==> config.mk <==
export PLATFORM = sky130hd
export DESIGN_NAME = counter_share_ctrl
export DESIGN_NICKNAME = d
export VERILOG_FILES = /design/src/rtl/counter_share_ctrl.sv
export SDC_FILE = /design/constraint.sdc
export NUM_CORES = 1
export LEC_CHECK = 0
export ABC_AREA = 1
export CAP_MARGIN = 20
export CELL_PAD_IN_SITES_DETAIL_PLACEMENT = 1
export CELL_PAD_IN_SITES_GLOBAL_PLACEMENT = 2
export CORE_MARGIN = 2
export CORE_UTILIZATION = 30
export CTS_CLUSTER_SIZE = 12
export DETAILED_ROUTE_END_ITERATION = 10
export GPL_ROUTABILITY_DRIVEN = 0
export PLACE_DENSITY_LB_ADDON = 0.05
export SYNTH_ARGS = -nofsm -noshare
export SYNTH_HDL_FRONTEND = slang
export SYNTH_SLANG_ARGS = --single-unit
==> constraint.sdc <==
create_clock -name clk -period 3.5 [get_ports clk]
set_clock_uncertainty 0.2 [all_clocks]
set_input_delay 0.525 -clock clk [delete_from_list [all_inputs] [get_ports clk]]
set_output_delay 0.525 -clock clk [all_outputs]
set_load 0.05 [all_outputs]
==> src/rtl/counter_share_ctrl.sv <==
// rtl/counter_share_ctrl.sv - one modulus counter shared by N requesters via round-robin arbitration
// The owner's limit is latched at grant; done pulses to the owner when the count reaches it.
module counter_share_ctrl #(
   parameter int N = 4,
   parameter int W = 4,
   localparam int IW = (N > 1) ? $clog2(N) : 1
) (
   input  logic           clk,
   input  logic           reset,
   input  logic [N-1:0]   req,
   input  logic [N*W-1:0] limit_in,
   output logic [N-1:0]   grant,
   output logic           busy,
   output logic [N-1:0]   done,
   output logic [W-1:0]   Q,
   output logic [IW-1:0]  cur_id
);

   typedef enum logic [1:0] {IDLE, RUN, DONE} state_t;

   state_t        state, state_n;
   logic [IW-1:0] rr_ptr, rr_n;
   logic [W-1:0]  lim, lim_n;
   logic [N-1:0]  grant_n, done_n;
   logic          busy_n;
   logic [W-1:0]  q_n;
   logic [IW-1:0] cur_id_n;

   logic          win_found;
   logic [IW-1:0] win_id;
   logic [IW-1:0] next_id;

   // First requesting index at or after rr_ptr, wrapping modulo N.
   always_comb begin : arb
      int idx;
      win_found = 1'b0;
      win_id    = '0;
      idx       = 0;
      for (int i = 0; i < N; i++) begin
         idx = int'(rr_ptr) + i;
         if (idx >= N) idx = idx - N;
         if (!win_found && req[idx]) begin
            win_found = 1'b1;
            win_id    = IW'(idx);
         end
      end
   end

   assign next_id = (cur_id == IW'(N-1)) ? '0 : cur_id + 1'b1;

   always_comb begin
      state_n  = state;
      grant_n  = grant;
      busy_n   = busy;
      done_n   = '0;
      q_n      = Q;
      cur_id_n = cur_id;
      rr_n     = rr_ptr;
      lim_n    = lim;
      case (state)
         IDLE: begin
            grant_n = '0;
            busy_n  = 1'b0;
            q_n     = '0;
            if (win_found) begin
               state_n         = RUN;
               grant_n[win_id] = 1'b1;
               busy_n          = 1'b1;
               cur_id_n        = win_id;
               lim_n           = limit_in[win_id*W +: W];
            end
         end
         RUN: begin
            // Owner dropping its request aborts, even on the terminal count.
            if (!req[cur_id]) begin
               state_n = IDLE;
               grant_n = '0;
               busy_n  = 1'b0;
               q_n     = '0;
               rr_n    = next_id;
            end else if (Q == lim) begin
               state_n        = DONE;
               done_n[cur_id] = 1'b1;
               grant_n        = '0;
               busy_n         = 1'b0;
               q_n            = '0;
               rr_n           = next_id;
            end else begin
               q_n = Q + 1'b1;
            end
         end
         DONE: begin
            state_n = IDLE;
         end
         default: begin
            state_n = IDLE;
            grant_n = '0;
            busy_n  = 1'b0;
            q_n     = '0;
         end
      endcase
   end

   always_ff @(posedge clk or posedge reset) begin
      if (reset) begin
         state  <= IDLE;
         grant  <= '0;
         busy   <= 1'b0;
         done   <= '0;
         Q      <= '0;
         cur_id <= '0;
         rr_ptr <= '0;
         lim    <= '0;
      end else begin
         state  <= state_n;
         grant  <= grant_n;
         busy   <= busy_n;
         done   <= done_n;
         Q      <= q_n;
         cur_id <= cur_id_n;
         rr_ptr <= rr_n;
         lim    <= lim_n;
      end
   end

endmodule

* Word level (Yosys, flattened, before mapping)
Cells that the tools add are included.
** Word-level totals
- Bits in registers :: 23
- Bits in latches :: 0
- RAM bits :: 0
- ROM bits :: 0
- Output and inout port bits :: 15
- Logic and storage cells :: 102
- Memories :: 0
** Operators by class
- Add/subtract/negate cells :: 9
- Multipliers :: 0
- Divide/modulo/power cells :: 0
- Magnitude comparators :: 12
- Equality and inequality tests :: 7
- Shifts and indexed selects :: 1
- Multiplexer cells :: 51
- Bitwise gates (word level) :: 1
- Reduce and logical (&&, ||, !) cells :: 13
** Operator list (number)
- $lt A32 B4 Y1 const B :: 4
- $mux W32 :: 4
- $mux W4 :: 8
- $mux W2 :: 10
- $mux W1 :: 18
- $shiftx A16 B5 Y4 :: 1
- $pmux W4 S3 :: 1
- $sub A3 B3 Y4 const B :: 3
- $bmux W1 S2 :: 5
- $ge A3 B3 Y1 const B :: 3
- $pmux W4 S2 :: 1
- $reduce_and A2 Y1 :: 4
- $add A2 B2 Y3 const B :: 2
- $lt A2 B3 Y1 const B :: 2
- $logic_and A1 B1 Y1 :: 5
- $add A4 B1 Y4 const B :: 1
- $demux W1 S2 :: 2
- $eq A2 B2 Y1 const B :: 2
- $eq A4 B4 Y1 :: 1
- $ge A2 B1 Y1 const B :: 2
- $pmux W2 S2 :: 1
- $sub A2 B3 Y4 const B :: 1
- $add A2 B1 Y3 const B :: 1
- $ge A2 B3 Y1 const B :: 1
- other kinds (9) :: 11

* Depth between registers and ports, before layout
- Word-level depth :: 21
- Depth in mapped cells :: 14
- Depth with buffers taken out :: 13

* Least setup slack after synthesis
OpenSTA, ideal clock, no wires.
- Kind :: flip-flop to flip-flop
- Start :: register cur_id[1]
- End :: register busy
- Arrival :: 1.593 ns
- Data required time :: 3.163 ns
- Setup slack :: 1.570 ns
- Cell stages (with the launch flop) :: 6
- Clock period less this slack :: 1.930 ns
- Path through :: dfrtp_1 -> inv_1 -> a32oi_1 -> nor2_1 -> a21oi_1 -> o21ai_0
** On the way
- Word-level cells in the longest chain between the ends :: 4
- Elaborated cells on any way between the ends :: 6
** RTL lines
- start, declared :: line 16 : output logic [IW-1:0] cur_id
- start signal, assigned :: line 120 : cur_id <= cur_id_n;
- $bmux W1 S2 (*) :: line 75 : if (!req[cur_id]) begin
- $mux W1 (implied by the code) (*) :: line 75
- $mux W1 or $ne A3 B3 Y1 (tied branches)
- $pmux W1 S3 or $reduce_and A2 Y1 (tied branches)
- end signal, assigned :: line 117 : busy <= busy_n;
- end, declared :: line 13 : output logic busy,
Mark *: on every way between the ends. The rest lies on a longest branch, timed or not. The select of a mux whose other input is x is not followed.
A chain may end at the register's enable or synchronous reset.

* Worst setup path after layout
- Start :: register rr_ptr[0]
- End :: register lim[3]
** On the way
- Word-level cells in the longest chain between the ends :: 16
- Elaborated cells on any way between the ends :: 43
** RTL lines
- start, declared :: line 22 : logic [IW-1:0] rr_ptr, rr_n;
- start signal, assigned :: line 121 : rr_ptr <= rr_n;
- branches (longest 16 deep; another with $sub A3 B3 Y4)
- end signal, assigned :: line 122 : lim <= lim_n;
- end, declared :: line 23 : logic [W-1:0] lim, lim_n;
Several ways; the timed one is not identified. The select of a mux whose other input is x is not followed.

==> summary.txt <==
Setup path
  – WP buf/inv: 1
  – CP Launch Type: flop
  – Cell Chain, Critical Path: inv_2 > nand2_1 > nand2_2 > nand2_1 > nand2_2 > nor2_4 > nand3_2 > nand3_2 > nand2_1 > nand3_1 > nand3_1 > nand2_1
  – Reg2reg setup slack: 960 ps
  – CP dominant cell by count: nand2_1
  – WP depth: 12
  – Worst path slowest cell: dfrtp_1
  – Worst Path Arrival: 2540 ps
  – Slowest stage delay, CP: 670 ps
  – Crit. Startpoint: rr_ptr[0]
  – Top delay family on crit path: simple AND/OR/NAND/NOR gates
  – Worst Reg-to-Reg Cells: 12
  – Critical R2R Launch: rr_ptr[0]
  – Worst-path fanout max: 11
  – Worst reg2reg endpoint: lim[3]
  – CP Capture Type: flop
  – WS Path Type: flop to flop
  – Critical Path End: lim[3]
  – Worst endpoint required time: 3500 ps

Finish
  – Most frequent cells in the layout: 48 x nand2_1, 36 x clkdlybuf4s50_1, 23 x dfrtp_1, 23 x inv_1, 19 x nand3_1
  – ANT cells: 0
  – Fin util: 0.412
  – Share of layout cells above drive strength 1: 0.133
  – Most common cell after layout, fill and taps aside: nand2_1
  – Area grow syn2layout: 30.0%
  – Final nets: 261
  – Filler cells: 594
  – Design area: 1970 um2

GRT
  – Vias in the first global route: 1487
  – Largest net degree at the start of global routing: 24
  – GRT Overall Usage: 0.153
  – First-pass GRT wire length: 6810 um
  – Global route overflow: 0
  – Initial antenna violation count: 0

Timing
  – Final Max Tran Viols: 0
  – Tightest Pin Transition: 852 ps
  – RSZ-0062 raised after global routing: no
  – Final setup TNS: 0 ps
  – Final worst path period share: 0.725
  – Final hold violation count: 0
  – Max Clock Freq: 394 MHz
  – Slew headroom: 0.432
  – # setup viols final: 0
  – Fin crit period: 2540 ps

Synth
  – Netlist cell types: 24
  – Cell count after synthesis: 196
  – Mapped Area: 1520 um2
  – Post-synthesis sequential area ratio: 0.380
  – Syn. warnings: 0
  – Number of synthesized register bits: 23
  – Syn Area/Cell: 7.74 um2
  – Mapped Nets: 223

Clock network
  – Num CTS Buffers: 3
  – CTS-repair resized insts: 0
  – Postcts setup bufs: 0
  – CTS tree: yes
  – Cts hold-fix bufs: 0
  – Clock tree sinks: 23
  – Clock-pin slew on the worst setup and hold paths: 80 ps
  – Clock root buffer: clkbuf_8
  – H-tree depth: 1
  – Worst-Skew Late Latency: 260 ps
  – Max clock buf depth: 2

Pwr
  – Pwr/cell area: 988 nW/um2
  – Peak VDD IR: 0.425 mV
  – Leak: 0.953 nW

Floorplan
  – Die Span X: 75.1 um
  – Die ar.: 5640 um2
  – Starting Density: 0.317
  – CORE AREA: 4790 um2
  – Row count: 25
  – Die span in y: 75.1 um
  – Io pins: 37

Drt
  – First-pass detailed-route iteration total: 4
  – Via count: 1400
  – Iter 0 DRT Violations: 66
  – DRC viols: 0
  – Post-DRT Antenna Nets: 0
  – Vias per std cell: 4.67
  – Total wire length: 3880 um
  – Drt wl/cell: 12.9 um

Placement
  – Placed cell areas: 1930 um2
  – DP HPWL: 3110 um
  – Buffers added on ports: 36

Run status
  – Outcome: finished, final reports clean

Flow run
  – Max cap viols: 0

Hold path
  – Hold Crit Start: lim[0]
  – Hold Path Class: flop to flop
kinds of logic after synthesis:
kind of cell,after synthesis,synth area share
buf+inv,32,0.0941
xor+xnor,6,0.0347
simple gates,113,0.381
fa+ha+maj,5,0.0413
compound gates,17,0.0693
flops,23,0.380
synthesized netlist by cell type:
cell,number,area share
o22ai_2,1,0.0082
nor2_1,16,0.040
nand3_1,19,0.063
a21oi_1,4,0.013
xor2_1,5,0.029
inv_1,23,0.057
nand3_2,5,0.033
nand2_4,4,0.030
xnor2_1,1,0.0058
o21ai_0,5,0.016
nand2_1,48,0.12
a32o_1,1,0.0066
nand3_4,1,0.012
ha_1,5,0.041
inv_2,6,0.015
a32oi_1,1,0.0058
nand4_1,9,0.037
a31oi_1,1,0.0041
o31ai_1,1,0.0050
dfrtp_1,23,0.38
nand2_2,10,0.041
o21ai_1,3,0.0099
buf_6,3,0.022
nor2_4,1,0.0074
routing by layer:
layer | track usage | share of wire
met1 | 0.210 | 0.48
met5 | 0 | 0
met3 | 0.0161 | 0.038
met4 | 0.0516 | 0.014
met2 | 0.252 | 0.46
layout make-up:
cell class | count | area [um2] | share of cell area
tap | 67 | 83.8 | 0.0425
inverter | 29 | 109 | 0.0552
sequential | 23 | 576 | 0.292
clock buffer | 4 | 45.0 | 0.0228
timing repair buffer | 36 | 360 | 0.183
multi-input combinational | 141 | 798 | 0.405
flip-flops by register name (all words and copies together), names as in the netlist:
name	flops
busy	1
lim	4
grant	4
Q	4
state	2
rr_ptr	2
cur_id	2
done	4
metrics by stage:
stage / setup slack [ps] / std cells / hold slack [ps] / power [mW]
2_1_floorplan: 1570 / 196 / 268 / 1.51
3_3_place_gp: 851 / 296 / 290 / 1.77
3_5_place_dp: 786 / 296 / 306 / 1.81
4_1_cts: 930 / 300 / 327 / 1.98
5_1_grt: 723 / 300 / 360 / 2.16
6_report: 963 / 300 / 322 / 1.95
worst min-delay path by stage:
| stage | cells after the start | to | slack, ps |
|---|---|---|---|
| floorplan | 2 | lim[2] | 270 |
| global placement | 2 | lim[3] | 290 |
| detailed placement | 2 | lim[0] | 310 |
| CTS | 2 | lim[0] | 330 |
| global route | 2 | lim[1] | 360 |
| finish | 2 | lim[0] | 320 |
worst register-to-register path, stage by stage, from the launching register on:
cell     delay (ps)
dfrtp_1         670
inv_2           220
nand2_1         130
nand2_2          80
nand2_1          80
nand2_2          80
nor2_4          110
nand3_2         250
nand3_2         310
nand2_1          80
nand3_1          90
nand3_1         120
nand2_1          80
power breakdown:
group	internal [mW]	switching [mW]	total, mW
Sequential	0.363	0.109	0.472
Clock	0.0811	0.0810	0.162
Combinational	0.431	0.884	1.31
Total	0.874	1.07	1.95
(Power assumes the default switching activity.)
